==> src/rtl/button_debouncer_pkg.sv <==
// Shared definitions for the push-button debouncer: FSM state encoding and
// default timing constants (20 ms / 500 ms / 200 ms at 50 MHz).
package btn_db_pkg;

    typedef enum logic [1:0] {
        IDLE         = 2'd0,
        PRESS_WAIT   = 2'd1,
        HELD         = 2'd2,
        RELEASE_WAIT = 2'd3
    } btn_db_state_e;

    localparam int BTN_DB_STABLE_DEFAULT = 1_000_000;
    localparam int BTN_DB_HOLD_DEFAULT   = 25_000_000;
    localparam int BTN_DB_REPEAT_DEFAULT = 10_000_000;

endpackage

==> src/rtl/button_debouncer_if.sv <==
// Button bundle between the pin side and the debouncer: raw key in,
// debounced level and press/release pulses out.
interface button_debouncer_if;

    logic key_i;
    logic key_o;
    logic press_o;
    logic release_o;

    // Pin / consumer side: drives the raw key, observes the cleaned outputs.
    modport master (
        output key_i,
        input  key_o,
        input  press_o,
        input  release_o
    );

    // Debouncer side.
    modport slave (
        input  key_i,
        output key_o,
        output press_o,
        output release_o
    );

endinterface

==> src/rtl/button_debouncer_sync2.sv <==
// Two-flop synchronizer for an asynchronous single-bit input. Both flops
// reset to 0 asynchronously; reusable for any board pin (e.g. reset button).
module btn_sync2 (
    input  logic clk,
    input  logic reset,
    input  logic d,
    output logic q
);

    logic sync_p0;
    logic sync_p1;

    // Shift the raw pin through two flops to absorb metastability.
    always_ff @(posedge clk or posedge reset) begin
        if (reset) begin
            sync_p0 <= 1'b0;
            sync_p1 <= 1'b0;
        end else begin
            sync_p0 <= d;
            sync_p1 <= sync_p0;
        end
    end

    assign q = sync_p1;

endmodule

==> src/rtl/button_debouncer.sv <==
// Push-button debouncer: synchronizes the raw key, qualifies each level
// change over STABLE_CYCLES consecutive samples and emits a registered
// debounced level plus single-cycle press/release pulses.
// Optional auto-repeat of press pulses while held: define BTN_DB_AUTOREPEAT_EN.
module button_debouncer
    import btn_db_pkg::*;
#(
    parameter int STABLE_CYCLES = BTN_DB_STABLE_DEFAULT,
    parameter int HOLD_CYCLES   = BTN_DB_HOLD_DEFAULT,
    parameter int REPEAT_CYCLES = BTN_DB_REPEAT_DEFAULT
) (
    input  logic              clk,
    input  logic              reset,
    button_debouncer_if.slave btn
);

    localparam int              CNT_W    = $clog2(STABLE_CYCLES);
    localparam logic [CNT_W-1:0] CNT_LAST = CNT_W'(STABLE_CYCLES - 2);

    if (STABLE_CYCLES < 2) begin : g_bad_stable
        $error("STABLE_CYCLES must be at least 2");
    end
    if (HOLD_CYCLES < 1 || REPEAT_CYCLES < 1) begin : g_bad_repeat
        $error("HOLD_CYCLES and REPEAT_CYCLES must be at least 1");
    end

    logic          sync_q;
    btn_db_state_e state_q, state_d;
    logic [CNT_W-1:0] cnt_q, cnt_d;
    logic          key_q, key_d;
    logic          press_q, press_d;
    logic          release_q, release_d;
    logic          repeat_pulse;

    btn_sync2 u_sync (
        .clk   (clk),
        .reset (reset),
        .d     (btn.key_i),
        .q     (sync_q)
    );

    // Next-state and pulse decode; the counter is cleared on every state entry.
    always_comb begin
        state_d   = state_q;
        cnt_d     = cnt_q;
        press_d   = 1'b0;
        release_d = 1'b0;
        case (state_q)
            IDLE: begin
                if (sync_q) begin
                    state_d = PRESS_WAIT;
                    cnt_d   = '0;
                end
            end
            PRESS_WAIT: begin
                if (!sync_q) begin
                    state_d = IDLE;
                    cnt_d   = '0;
                end else if (cnt_q == CNT_LAST) begin
                    state_d = HELD;
                    cnt_d   = '0;
                    press_d = 1'b1;
                end else begin
                    cnt_d = cnt_q + 1'b1;
                end
            end
            HELD: begin
                if (!sync_q) begin
                    state_d = RELEASE_WAIT;
                    cnt_d   = '0;
                end
            end
            RELEASE_WAIT: begin
                if (sync_q) begin
                    state_d = HELD;
                    cnt_d   = '0;
                end else if (cnt_q == CNT_LAST) begin
                    state_d   = IDLE;
                    cnt_d     = '0;
                    release_d = 1'b1;
                end else begin
                    cnt_d = cnt_q + 1'b1;
                end
            end
            default: begin
                state_d = IDLE;
                cnt_d   = '0;
            end
        endcase
        key_d = (state_d == HELD) || (state_d == RELEASE_WAIT);
    end

`ifdef BTN_DB_AUTOREPEAT_EN
    localparam int HOLD_MAX = (HOLD_CYCLES > REPEAT_CYCLES) ? HOLD_CYCLES : REPEAT_CYCLES;
    localparam int HOLD_W   = $clog2(HOLD_MAX + 1);
    localparam logic [HOLD_W-1:0] HOLD_LAST   = HOLD_W'(HOLD_CYCLES - 1);
    localparam logic [HOLD_W-1:0] REPEAT_LAST = HOLD_W'(REPEAT_CYCLES - 1);

    logic [HOLD_W-1:0] hold_cnt_q, hold_cnt_d;
    logic              repeating_q, repeating_d;
    logic              stay_held;

    // Hold timer: first threshold is HOLD_CYCLES, later ones REPEAT_CYCLES;
    // any exit from HELD (including to RELEASE_WAIT) restarts the first one.
    always_comb begin
        stay_held    = (state_q == HELD) && sync_q;
        hold_cnt_d   = '0;
        repeating_d  = 1'b0;
        repeat_pulse = 1'b0;
        if (stay_held) begin
            repeating_d = repeating_q;
            if (hold_cnt_q == (repeating_q ? REPEAT_LAST : HOLD_LAST)) begin
                repeat_pulse = 1'b1;
                repeating_d  = 1'b1;
                hold_cnt_d   = '0;
            end else begin
                hold_cnt_d = hold_cnt_q + 1'b1;
            end
        end
    end

    // Hold timer registers.
    always_ff @(posedge clk or posedge reset) begin
        if (reset) begin
            hold_cnt_q  <= '0;
            repeating_q <= 1'b0;
        end else begin
            hold_cnt_q  <= hold_cnt_d;
            repeating_q <= repeating_d;
        end
    end
`else
    assign repeat_pulse = 1'b0;
`endif

    // State, stability counter and registered outputs.
    always_ff @(posedge clk or posedge reset) begin
        if (reset) begin
            state_q   <= IDLE;
            cnt_q     <= '0;
            key_q     <= 1'b0;
            press_q   <= 1'b0;
            release_q <= 1'b0;
        end else begin
            state_q   <= state_d;
            cnt_q     <= cnt_d;
            key_q     <= key_d;
            press_q   <= press_d | repeat_pulse;
            release_q <= release_d;
        end
    end

    assign btn.key_o     = key_q;
    assign btn.press_o   = press_q;
    assign btn.release_o = release_q;

endmodule
==> src/flat_wrapper.sv <==
// flat-port wrapper written by rule: the top's interface ports become plain ports
module button_debouncer_flat import btn_db_pkg::*;
#(
    parameter int STABLE_CYCLES = BTN_DB_STABLE_DEFAULT,
    parameter int HOLD_CYCLES   = BTN_DB_HOLD_DEFAULT,
    parameter int REPEAT_CYCLES = BTN_DB_REPEAT_DEFAULT
)
  (clk, reset, btn_key_i, btn_key_o, btn_press_o, btn_release_o);
  button_debouncer_if btn_i ();
  input  logic clk;
  input  logic reset;
  input wire logic [$bits(btn_i.key_i)-1:0] btn_key_i;
  output wire logic [$bits(btn_i.key_o)-1:0] btn_key_o;
  output wire logic [$bits(btn_i.press_o)-1:0] btn_press_o;
  output wire logic [$bits(btn_i.release_o)-1:0] btn_release_o;
  assign btn_i.key_i = btn_key_i;
  assign btn_key_o = btn_i.key_o;
  assign btn_press_o = btn_i.press_o;
  assign btn_release_o = btn_i.release_o;
  button_debouncer #(.STABLE_CYCLES(STABLE_CYCLES), .HOLD_CYCLES(HOLD_CYCLES), .REPEAT_CYCLES(REPEAT_CYCLES)) u_core (.clk(clk), .reset(reset), .btn(btn_i));
endmodule
==> config.mk <==
export PLATFORM = sky130hd
export DESIGN_NAME = button_debouncer_flat
export DESIGN_NICKNAME = d
export VERILOG_FILES = /design/src/rtl/button_debouncer_pkg.sv /design/src/rtl/button_debouncer_if.sv /design/src/rtl/button_debouncer_sync2.sv /design/src/rtl/button_debouncer.sv /design/src/flat_wrapper.sv
export SDC_FILE = /design/constraint.sdc
export NUM_CORES = 1
export LEC_CHECK = 0
export ABC_AREA = 1
export BUFFER_PORTS_ARGS = -buffer_cell sky130_fd_sc_hd__buf_2
export CELL_PAD_IN_SITES_DETAIL_PLACEMENT = 0
export CELL_PAD_IN_SITES_GLOBAL_PLACEMENT = 2
export CORE_MARGIN = 2
export CORE_UTILIZATION = 38
export DETAILED_ROUTE_END_ITERATION = 10
export HOLD_SLACK_MARGIN = 0.02
export PLACE_DENSITY_LB_ADDON = 0.1
export SKIP_LAST_GASP = 1
export SYNTH_ARGS = -nofsm -noshare
export SYNTH_HDL_FRONTEND = slang
export SYNTH_SLANG_ARGS = --single-unit
==> constraint.sdc <==
create_clock -name clk -period 3.25 [get_ports clk]
set_input_delay 0.65 -clock clk [delete_from_list [all_inputs] [get_ports clk]]
set_output_delay 0.65 -clock clk [all_outputs]
set_load 0.01 [all_outputs]
# Word-level counts from Yosys, hierarchy flattened
# Index checks and enable logic that the tools add are counted.
dict set report totals {
  regBits 27
  out_inout_bits 3
  input_bits 3
  wordCells 37
}
dict set report classes {
  addsub 1
  n_eq_ne 8
  muxes 18
  n_reduce_logical 3
}
# operator count
set ops {}
lappend ops {{20-bit two-way mux} 5}
lappend ops {{20-bit case mux with 4 select lines} 1}
lappend ops {{20-bit by 1-bit adder with 20-bit output, second input constant} 1}
lappend ops {{20-bit equality test, second input constant} 1}
lappend ops {{2-bit two-way mux} 6}
lappend ops {{2-bit equality test, second input constant} 4}
lappend ops {{2-bit case mux with 4 select lines} 1}
lappend ops {{1-bit two-way mux} 5}
lappend ops {{2-bit != test, second input constant} 2}
lappend ops {{2-bit by 1-bit equality test with 1-bit output, second input constant} 1}
lappend ops {{2-bit zero test} 1}
lappend ops {{2-bit AND reduction} 1}
lappend ops {{1-bit logical OR} 1}

# Logic depth before layout (Yosys ltp)
# Gate-level depths: netlist of the first run.
dict set report logic_depth {
  word_depth 6
  depth_mapped 11
  mapped_depth_nobuf 11
}

# Modules after synthesis
# A second synthesis of the first run with hierarchy kept.
dict set report unflattened {
  cells_unflattened 211
  hier_area_um2 1605.3
}
# mod n_inst cells_per_inst seq_area_each_um2 area_each_um2
set by_module_without_submodules {}
lappend by_module_without_submodules {button_debouncer 1 208 625.6 1551.5}
lappend by_module_without_submodules {btn_sync2 1 3 50.0 53.8}

# Worst setup path after synthesis of the first run
# No wires, ideal clock.
dict set report synth_path {
  kind {reg2reg}
  startpoint {reg u_core.cnt_q[0]}
  endpoint {reg u_core.cnt_q[12]}
  stages_incl_launch_ff 12
  n_path_buf 0
  synth_period_minus_slack_ps 1366
  setup_time_ps 118
  required_time_ps 3132
  arrival_ps 1248
  setup_slack_ps 1884
  path_cell_list {dfrtp_1 -> inv_1 -> ha_1 -> inv_1 -> nor2_1 -> nand2_1 -> nor2_2 -> nand3_2 -> nand2_4 -> nand2_4 -> clkinv_2 -> nor2_1}
}
dict set report synth_between {
  elab_chain_len 4
  elab_cells_between_ends 6
  cone_classes {add/sub: 1; eq/ne: 1; mux: 4}
}
# item line
set synth_rtl {}
lappend synth_rtl {{start, declared} button_debouncer.sv:29} ;# logic [CNT_W-1:0] cnt_q, cnt_d;
lappend synth_rtl {{start signal, assigned} button_debouncer.sv:146} ;# cnt_q <= cnt_d;
lappend synth_rtl {{20-bit by 1-bit adder with 20-bit output / 20-bit equality test (equally long branches)} --}
lappend synth_rtl {{20-bit two-way mux *} {button_debouncer.sv:59, button_debouncer.sv:77}}
lappend synth_rtl {{20-bit two-way mux (on tied branches)} {button_debouncer.sv:74, button_debouncer.sv:56}}
lappend synth_rtl {{20-bit case mux with 4 select lines *} button_debouncer.sv:48} ;# case (state_q)
# Mark *: on every way between the ends. The rest lies on a longest branch, timed or not.
# A chain may end at the register's enable or synchronous reset.

# Worst setup path after layout of the first run
dict set report layout_path {
  startpoint {reg u_core.u_sync.sync_p1, in the netlist u_core.u_sync.q}
  endpoint {reg u_core.cnt_q[17]}
}
dict set report layout_between {
  elab_chain_len 2
  elab_cells_between_ends 6
  cone_classes {eq/ne: 2; mux: 3; reduce/logical: 1}
}
# item line
set layout_rtl {}
lappend layout_rtl {{start, declared} button_debouncer_sync2.sv:11} ;# logic sync_p1;
lappend layout_rtl {{start signal, assigned} button_debouncer_sync2.sv:20} ;# sync_p1 <= sync_p0;
lappend layout_rtl {{20-bit two-way mux (tied with other cells)} button_debouncer.sv:74} ;# if (sync_q) begin
lappend layout_rtl {{20-bit case mux with 4 select lines / 2-bit AND reduction (equally long branches)} --}
# Parallel ways exist; a longest one is shown, timed or not.

==> out/qor.yml, run 1 <==
clkLatencyLatePin_ns: 0.28
fin_util_pct: 43.64
critPathArrivalTime_ns: 1.99
hold_end: "u_core.u_sync.q"
yosysTopAreaCellShare_pct: 45.19
grt_max_degree: 28
postRouteAntennaNets: 0
hold_viol: 0
synth_area_leaders: "dfrtp_1 (45%), nand2_1 (15%), nor2_1 (8.8%)"
r2r_end: "u_core.cnt_q[17]"
worstPathMaxFanout: 12
fmax_mhz: 555.9
fin_crit_sh_pct: 55.36
dieHeight_um: 66.73
reg2regPathDepth: 8
gp_congestion: 0.7601
rsz0062_at_grt: "no"
dieArea_sq_mm: 0.004452
avgSynthCellArea_sq_um: 7.551
synth_nets: 203
grt_pass1_wl_um: 5568
drive_gt1_share_pct: 14.08
cpPeakStageDelay_ns: 0.50
routed_wirelength_um: 3225
drtPass1Iterations: 4
final_cell_mix: "nand2_1 (58), nor2_1 (35), dfrtp_1 (27), inv_1 (20), nand3_1 (9)"
tns_ns: 0
max-vdd-ir-drop_mv: 0.2015
ctsResizeCount: 0
final_common_cell: "nand2_1"
cts_tree: "done"
synth_cells: 198
mappedNetlistArea_sq_mm: 0.001495
critPathTopFamily: "simple AND/OR/NAND/NOR gates"
ys_types: 22
grt_pass1_vias: 1183
route.detailed.drc: 0
final_max_slew_viol_count: 0
numClockSinks: 27
worst_slew_pin_slew_ns: 1.023
num_vias: 1220
drt-wirelength-per-cell_um: 12.70
hold_buffers: 0
fin_skew_ns: 0.002296
worst_setup_path_end_kind: "flop"
reg2reg_slack_ns: 1.45
worstSetupPathType: "flop to flop"
setup_viol: 0
clkTransAtPathRegs_ns: 0.10
post_drt_via_cell_ratio: 4.803
total_power_w: 0.0005798
overflow: 0
antenna_found_initial: 0
path_common_cell: "nand2_1"
ctsHtreeMaxLevel: 1
dieWidth_um: 66.73
outcome: "finished clean"
grt_use_total_pct: 17.28
cp_slowest_cell: "nand3_1"
core-area_sq_mm: 0.003716
min_path_type: "flop to flop"
min_from: "u_core.u_sync.sync_p0"
cp.required_ns: 3.44
floorplan.rows: 22
post_cts_buffers: 0
worst-path-buf-inv: 1
cp-startpoint: "u_core.u_sync.q"
ys_seq_area_share_pct: 45.19
start_util_pct: 40.24
cts_buffer_depth: 2
root_buffer: "clkbuf_8"
maxCapViolCount: 0
insertedDiodeCount: 0
power_leakage_nw: 0.6999
cts_buffers: 3
drt_iter0_drc: 59
finalCriticalPeriod_ns: 1.799
r2r_start: "u_core.u_sync.q"
ios: 6
synth_seq_cells: 27
dp_hpwl_um: 2362
worstPathCellList: "inv_2 -> nand2_1 -> nand3_1 -> nand2_1 -> nor2_4 -> nand2_2 -> nor2_1 -> nor2_2"
yosysWarnings: 0
start_kind: "flop"
synth_area_leader_cell: "dfrtp_1"
power_density_mw_per_mm2: 357.5
max-slew-margin-rel_pct: 31.75
final_net_count: 212
syn_to_final_growth_pct: 8.452
portBuffers: 5
hold_path_depth: 0
[Yosys cell counts]
cell,n
o21ai_0,8
nor2_1,35
xor2_1,6
nand3_1,9
nor2_4,3
nor2_2,5
ha_1,2
nand2_2,2
a21oi_1,1
inv_2,4
nand4_1,5
clkinv_2,1
nand3_2,1
nand3_4,1
dfrtp_1,27
nand2_4,2
o22ai_1,4
buf_4,1
nand2_1,58
inv_1,20
nor3_1,2
or2_2,1
[flip-flops by register name (all words and copies together), names as in the netlist]
register / count
u_core.u_sync.sync_p0: 1
u_core.u_sync.q: 1
u_core.btn.release_o: 1
u_core.btn.press_o: 1
u_core.cnt_q: 20
u_core.btn.key_o: 1
u_core.state_q: 2
[cell type report]
| class | instances | area [sq um] |
|---|---|---|
| Clock buffer | 3 | 41.29 |
| Clock inverter | 1 | 7.507 |
| Fill cell | 394 | 2095 |
| Inverter | 25 | 95.09 |
| Multi-Input combinational cell | 145 | 716.9 |
| Sequential cell | 27 | 675.6 |
| Tap cell | 48 | 60.06 |
| Timing Repair Buffer | 5 | 25.02 |
[routing by layer]
metal,vias to the layer above,part of all wire (%),GRT usage (%)
met5,-,0,0
met4,0,2.2,7.653
met3,7,2.1,2.703
met2,14,46,28.13
met1,564,49,22.62
li1,635,-,-
[through the flow]
stage | instances | area, sq um | hold slack [ns] | setup slack, ns
finish | 254 | 1622 | 0.3758 | 1.451
global route | 254 | 1622 | 0.3858 | 1.279
CTS | 254 | 1622 | 0.3806 | 1.441
detailed placement | 250 | 1573 | 0.3565 | 1.472
global placement | 250 | 1573 | 0.3462 | 1.453
floorplan | 198 | 1495 | 0.3312 | 1.884
[worst max path at each step]
stage	to	slack [ns]	cells after the start
finish	u_core.cnt_q[17]	1.45	8
global route	u_core.cnt_q[11]	1.28	8
CTS	u_core.cnt_q[17]	1.44	8
detailed placement	u_core.cnt_q[17]	1.47	8
global placement	u_core.cnt_q[17]	1.45	8
floorplan	u_core.cnt_q[12]	1.88	11
[power breakdown]
| group | total [W] | internal [W] | leakage, nW | switching (W) |
|---|---|---|---|---|
| clock network | 0.000206 | 0.0000875 | 0.0217 | 0.000119 |
| registers | 0.000343 | 0.000340 | 0.369 | 0.00000353 |
| logic | 0.0000304 | 0.00000699 | 0.309 | 0.0000234 |
| total | 0.000580 | 0.000434 | 0.700 | 0.000146 |
[kinds of logic after synthesis]
family          share of synthesized area (%)
flops                                   45.19
xor+xnor                                3.515
simple gates                            38.08
fa+ha+maj                               1.673
compound gates                          4.686
buf+inv                                 6.861
(Power assumes the default switching activity.)
==> inputs of run 2 (changes only) <==
- CORE_UTILIZATION: 38 -> 32
- clock period: 3.25 -> 1.5 ns (I/O delays scaled with it)
==> run 2 against run 1 <==
Net effect: the flow now finishes with violations (negative setup slack); global-route usage down 2.1 points; die area up 18%; via count up 5.2%; clock power up 120%; critical path type unchanged; critical endpoint is now u_core.cnt_q[3].
==> out/qor.yml, run 2 (synthesized netlist as in run 1, its figures left out) <==
reg_top3: "u_core.cnt_q x20, u_core.state_q x2"
setup_viol: 6  # +6
wl_met3_um: 67  # -1.5%
cp.required_ns: 1.68  # -1.76 ns
p_clk_share_pct: 35.1  # -0.5 points
final_net_count: 227  # +7.1%
final_max_slew_viol_count: 0  # unchanged
max-slew-margin-rel_pct: 75.96  # +44 points
gp_congestion: 0.8259  # +8.7%
routed_wirelength_um: 3536  # +9.6%
start_kind: "flop"
postRouteAntennaNets: 0  # unchanged
cpPeakStageDelay_ns: 0.43  # -0.07 ns
maxCapViolCount: 0  # unchanged
drive_gt1_share_pct: 24.89  # +11 points
dieArea_sq_mm: 0.005235  # +18%
overflow: 0  # unchanged
worstSetupPathType: "flop to flop"
rsz0062_at_grt: "yes"
met1Wirelength_um: 1769  # +11%
start_util_pct: 33.87  # -6.4 points
largest_reg_flops: 20  # unchanged
portBuffers: 5  # unchanged
num_vias: 1283  # +5.2%
clkTransAtPathRegs_ns: 0.10  # about the same
fin_crit_sh_pct: 101.1  # +46 points
worstPathMaxFanout: 6  # -6
p_comb_share_pct: 7.3  # +2.1 points
dieWidth_um: 72.36  # +8.4%
floorplan.rows: 24  # +9.1%
core-area_sq_mm: 0.004414  # +19%
drt-wirelength-per-cell_um: 12.95  # +2.0%
final_cell_area_sq_mm: 0.001812  # +12%
p_sw_share_pct: 25.45  # +0.34 points
dr_wl_met2_um: 1679  # +12%
final_common_cell: "nand2_1"
cts_tree: "done"
grt_max_degree: 28  # unchanged
seqPwrFrac_pct: 57.6  # -1.6 points
dieHeight_um: 72.36  # +8.4%
routed.top_layer: "met4"
cts_buffers: 3  # unchanged
drtPass1Iterations: 4  # unchanged
cts_buffer_depth: 2  # unchanged
max-vdd-ir-drop_mv: 0.3187  # +58%
worstPathCellList: "inv_1 -> ha_1 -> inv_1 -> nor2_1 -> nand2_1 -> nor2_2 -> nand3_2 -> nand2_4 -> nand2_8 -> inv_6 -> nor2_1"
grt_pass1_wl_um: 6168  # +11%
min_path_type: "primary input to asynchronous set/reset pin"
grt_use_total_pct: 15.22  # -2.1 points
tns_ns: -0.06251  # -0.06251 ns
dp_hpwl_um: 2759  # +17%
grt_pass1_vias: 1303  # +10%
power_leakage_nw: 0.7947  # +14%
numClockSinks: 27  # unchanged
antenna_found_initial: 0  # unchanged
route.detailed.drc: 0  # unchanged
power_density_mw_per_mm2: 712.8  # +99%
post_drt_via_cell_ratio: 4.700  # -2.2%
violations: "negative setup slack"
fin_util_pct: 41.04  # -2.6 points
insertedDiodeCount: 0  # unchanged
drt_iter0_drc: 39  # -34%
fin_skew_ns: 0.006587  # +0.004291 ns
fmax_mhz: 659.5  # +19%
hold_buffers: 0  # unchanged
cp_slowest_cell: "dfrtp_1"
syn_to_final_growth_pct: 21.17
ctsHtreeMaxLevel: 1  # unchanged
internal-power_w: 0.0009628  # +120%
critPathTopFamily: "simple AND/OR/NAND/NOR gates"
finalCriticalPeriod_ns: 1.516  # -0.2828 ns
worst-path-buf-inv: 3  # +2
outcome: "finished with violations"
worst_setup_path_end_kind: "flop"
clkLatencyLatePin_ns: 0.28  # about the same
ios: 6  # unchanged
timing.final.ws_setup_ns: -0.01628  # -1.467 ns
hold_viol: 0  # unchanged
p_sw_w: 0.0003286  # +130%
nFillCells: 467  # +19%
top_register: "u_core.cnt_q"
worst_slew_pin_slew_ns: 0.3605  # -0.6621 ns
place_ws_ns: -0.01549  # -1.488 ns
place_area_sq_mm: 0.001675  # +6.5%
critPathArrivalTime_ns: 1.70  # -0.29 ns
final_cell_mix: "nand2_1 (54), nor2_1 (31), dfrtp_1 (27), inv_1 (20), buf_4 (12)"
root_buffer: "clkbuf_8"
## run 2: cell types whose count changed in the layout (fill, tap and decap cells not counted), moves of 2 or more
cell	delta
buf_6	+3
inv_6	+2
nor2_1	-4
nor2_4	+2
nor2_2	+2
nand3_2	+2
nand2_2	+3
nand3_1	-2
buf_4	+12
nand2_1	-4
## run 2: path summary, 6_finish.rpt
| kind | startpoint | to | slack (ns) | cells past startpoint |
|---|---|---|---|---|
| max in group asynchronous | reset | u_core.cnt_q[13] | 1.17 | 3 |
| worst max-delay path | u_core.cnt_q[0] | u_core.cnt_q[3] | -0.02 | 11 |
| min in group clk | btn_key_i | u_core.u_sync.sync_p0 | 0.11 | 1 |
| worst min-delay path | reset | u_core.u_sync.sync_p0 | 0.05 | 3 |
| worst max register to register | u_core.cnt_q[0] | u_core.cnt_q[3] | -0.02 | 11 |
| worst min register to register | u_core.u_sync.sync_p0 | u_core.u_sync.q | 0.36 | 0 |
## run 2: layout make-up
class	instances	area (sq um)	area share [%]
multi-input combinational	145	773.2	42.68
tap	52	65.06	3.591
sequential	27	675.6	37.29
inverter	25	98.84	5.456
timing repair buffer	20	148.9	8.218
clock inverter	1	8.758	0.4834
clock buffer	3	41.29	2.279
## run 2: worst reg2reg max path: cells and delay by family, from the launching register on
kind / cells / cell delay (ns)
adder cells (fa/ha/maj): 1 / 0.14
flip-flops: 1 / 0.43
AND/OR/NAND/NOR: 7 / 0.67
buffers and inverters: 3 / 0.19
## run 2: layer usage
metal | up-vias | global-route usage (%)
met5 | - | 0
met4 | 0 | 3.145
met3 | 2 | 2.917
met2 | 9 | 26.20
met1 | 612 | 19.90
li1 | 660 | -
## run 2: what timing repair did
| item | CTS | global route |
|---|---|---|
| pin swaps | 0 | 2 |
| cloned | 0 | 0 |
| gates resized for setup | 2 | 19 |
| setup endpoints to repair | 2 | 25 |
| buffers inserted | 1 | 1 |
## run 2: per-stage QoR
stage | std cells | hold WS [ns] | total power (W)
5_1_grt | 273 | 0.08536 | 0.001346
3_5_place_dp | 267 | 0.3413 | 0.0008382
2_1_floorplan | 198 | 0.3312 | 0.0008062
3_3_place_gp | 267 | 0.3457 | 0.0008378
6_report | 273 | 0.05266 | 0.001291
4_1_cts | 272 | 0.07002 | 0.001296
## run 2: power by group through the flow
stage	logic (W)	registers (W)	clock network, W
after floorplan	0.0000500	0.000756	0
after global placement	0.0000800	0.000758	0
after detailed placement	0.0000805	0.000758	0
after CTS	0.0000840	0.000744	0.000468
after global routing	0.000105	0.000745	0.000496
final	0.0000940	0.000744	0.000454
==> inputs of run 3 (changes only) <==
- ABC_AREA: 1 -> unset
- CORE_UTILIZATION: 32 -> 35
==> run 3 against run 2 <==
Net effect: the run still ends with negative setup slack left; routed wire length is 12% higher; combinational power is 57% higher; synthesized cell count is 24% lower; first-iteration DRC count is 41% higher; flip-flop and latch count stayed put; die area is 11% lower; clock power is 4% lower; largest cell class unchanged.
==> out/qor.yml, run 3 <==
outcome: "finished with violations"
violations: "negative setup slack"
place_area_sq_mm: 0.001858  # +11%
grt_max_degree: 28  # unchanged
worstSetupPathType: "flop to flop"
setup_viol: 25  # +19
instances_no_fill: 266  # -2.6%
async_flop_share_pct: 100.0  # unchanged
overflow: 0  # unchanged
dieWidth_um: 68.43  # -5.4%
reg2regPathDepth: 6  # -5
cts_buffers: 3  # unchanged
internal-power_w: 0.0009964  # +3.5%
timing.final.ws_setup_ns: -0.4321  # -0.4158 ns
final_common_cell: "buf_4"
hold_buffers: 0  # unchanged
yosysTopAreaCellShare_pct: 46.51  # +1.3 points
hold_viol: 0  # unchanged
grt_pass1_wl_um: 6637  # +7.6%
worst_setup_path_end_kind: "flop"
p_sw_share_pct: 25.15  # -0.29 points
power_leakage_nw: 1.050  # +32%
core-area_sq_mm: 0.004000  # -9.4%
ctsHtreeMaxLevel: 1  # unchanged
synth_edf_count: 0  # unchanged
grt_pass1_vias: 1432  # +9.9%
synth_cells: 151  # -24%
insertedDiodeCount: 0  # unchanged
fin_skew_ns: 0.01049  # +0.003907 ns
final_net_count: 222  # -2.2%
synth_nets: 156  # -23%
route.detailed.drc: 0  # unchanged
routed_wirelength_um: 3955  # +12%
final_max_slew_viol_count: 0  # unchanged
drt-wirelength-per-cell_um: 14.87  # +15%
syn_to_final_growth_pct: 51.68
mappedNetlistArea_sq_mm: 0.001453  # -2.8%
yosysWarnings: 0  # unchanged
fmax_mhz: 517.6  # -22%
worstPathCellList: "ha_2 -> nand3_4 -> or3_4 -> or4_4 -> o31a_1 -> o21ai_2"
synth_seq_cells: 27  # unchanged
cts_tree: "done"
place_ws_ns: -0.4425  # -0.4270 ns
cts_buffer_depth: 2  # unchanged
grt_use_total_pct: 19.34  # +4.1 points
maxCapViolCount: 0  # unchanged
min_path_type: "primary input to asynchronous set/reset pin"
reg_top3: "u_core.cnt_q x20, u_core.state_q x2"
r2r_start: "u_core.cnt_q[0]"
final_cell_area_sq_mm: 0.002203  # +22%
start_kind: "flop"
total_power_w: 0.001331  # +3.1%
post_drt_via_cell_ratio: 5.335  # +14%
fin_crit_sh_pct: 128.8  # +28 points
p_sw_w: 0.0003349  # +1.9%
clkTransAtPathRegs_ns: 0.11  # about the same
place_inst: 248  # -7.1%
seqPwrFrac_pct: 56.0  # -1.6 points
gp_congestion: 0.7759  # -6.1%
dp_hpwl_um: 2724  # -1.2%
finalCriticalPeriod_ns: 1.932  # +0.4158 ns
drtPass1Iterations: 4  # unchanged
drive_gt1_share_pct: 49.07  # +24 points
num_vias: 1419  # +11%
cpPeakStageDelay_ns: 0.49  # +0.06 ns
rsz0062_at_grt: "yes"
worstPathMaxFanout: 4  # -2
final_cell_mix: "buf_4 (44), nand2_1 (27), dfrtp_1 (25), buf_6 (16), o21ai_2 (9)"
root_buffer: "clkbuf_8"
dieHeight_um: 68.43  # -5.4%
top_register: "u_core.cnt_q"
synth_area_leaders: "dfrtp_1 (47%), nand2_1 (7.0%), o21ai_0 (4.1%)"
r2r_end: "u_core.cnt_q[18]"
worst-path-buf-inv: 0  # -3
power_density_mw_per_mm2: 604.2  # -15%
cp_slowest_cell: "or4_4"
p_clk_share_pct: 32.8  # -2.3 points
cp.required_ns: 1.72  # +0.04 ns
clkLatencyLatePin_ns: 0.28  # about the same
start_util_pct: 36.32  # +2.4 points
p_comb_share_pct: 11.2  # +3.9 points
synthTopCellsByCount: "dfrtp_1 (27), nand2_1 (27), o21ai_0 (12)"
floorplan.rows: 23  # -4.2%
max-vdd-ir-drop_mv: 0.3613  # +13%
largest_reg_flops: 20  # unchanged
numClockSinks: 27  # unchanged
ys_types: 42  # +91%
critPathTopFamily: "simple AND/OR/NAND/NOR gates"
postRouteAntennaNets: 0  # unchanged
synth_area_leader_cell: "dfrtp_1"
portBuffers: 5  # unchanged
dieArea_sq_mm: 0.004682  # -11%
avgSynthCellArea_sq_um: 9.620  # +27%
ys.flop_type: "dfrtp_1"
drt_iter0_drc: 55  # +41%
critPathArrivalTime_ns: 2.15  # +0.45 ns
antenna_found_initial: 0  # unchanged
ios: 6  # unchanged
max-slew-margin-rel_pct: 75.93  # about the same
reg2reg_slack_ns: -0.43  # -0.42 ns
worst_slew_pin_slew_ns: 0.3611  # +0.0005248 ns
ys_seq_area_share_pct: 46.51  # +1.3 points
-- run 3: area by class of cell --
cell class              count  area (sq um)
clock buffers               3         41.29
clock inverters             1         5.005
fillers                   373          1797
inverters                   2         7.507
multi-input cells         118         873.3
flip-flops and latches     27         678.2
well taps                  50         62.56
repair buffers             65         535.5
-- run 3: worst min-delay path: cells and delay by family --
kind	cells	cell delay, ns
buffers and inverters	3	0.46
-- run 3: logic make-up (layout without fill, tap and decap cells) --
logic type,after synthesis,in the layout,share of synthesized area (%)
xor+xnor,3,3,1.809
compound gates,27,27,11.89
buf+inv,6,71,3.015
simple gates,83,83,32.82
mux,3,3,2.239
flops,27,27,46.51
fa+ha+maj,2,2,1.722
-- run 3: per-layer routing --
layer / part of all wire, % / vias to the layer above / track usage (%)
met5: 0 / - / 0
met4: 1.8 / 0 / 6.250
met3: 1.8 / 8 / 2.796
met2: 49 / 19 / 32.45
met1: 47 / 709 / 25.44
li1: - / 683 / -
-- run 3: worst max-delay path by stage --
| stage | startpoint | to | slack, ns | depth (start not counted) |
|---|---|---|---|---|
| final | u_core.cnt_q[0] | u_core.cnt_q[18] | -0.43 | 6 |
| after detailed placement | u_core.cnt_q[0] | u_core.cnt_q[18] | -0.44 | 6 |
| after global routing | u_core.cnt_q[0] | u_core.cnt_q[18] | -0.51 | 6 |
| after CTS | u_core.cnt_q[0] | u_core.cnt_q[18] | -0.45 | 6 |
| after floorplan | u_core.cnt_q[0] | u_core.cnt_q[18] | -0.43 | 6 |
| after global placement | u_core.cnt_q[0] | u_core.cnt_q[18] | -0.40 | 6 |
-- run 3: per-stage QoR --
step                TNS (ns)  util, %  hold slack, ns
finish                -7.327    55.08         0.05982
global route          -9.623    55.08          0.1016
CTS                   -7.396    52.17         0.07231
detailed placement    -7.852    46.45          0.3557
global placement      -6.007    46.45          0.3456
floorplan             -4.021        -          0.3312
-- run 3: what timing repair did --
item                                    in CTS  in global routing
pin swaps                                    3                  5
setup buffers                                8                  6
gates resized for setup                     29                 17
endpoints found under the setup margin      25                 25
endpoints found under the hold margin        0                  0
-- run 3: power groups by stage --
stage | combinational, W | sequential [W] | clock [W]
final | 0.000148 | 0.000746 | 0.000437
after global routing | 0.000162 | 0.000747 | 0.000482
after CTS | 0.000142 | 0.000746 | 0.000450
after detailed placement | 0.000105 | 0.000759 | 0
after global placement | 0.000103 | 0.000758 | 0
after floorplan | 0.0000512 | 0.000759 | 0
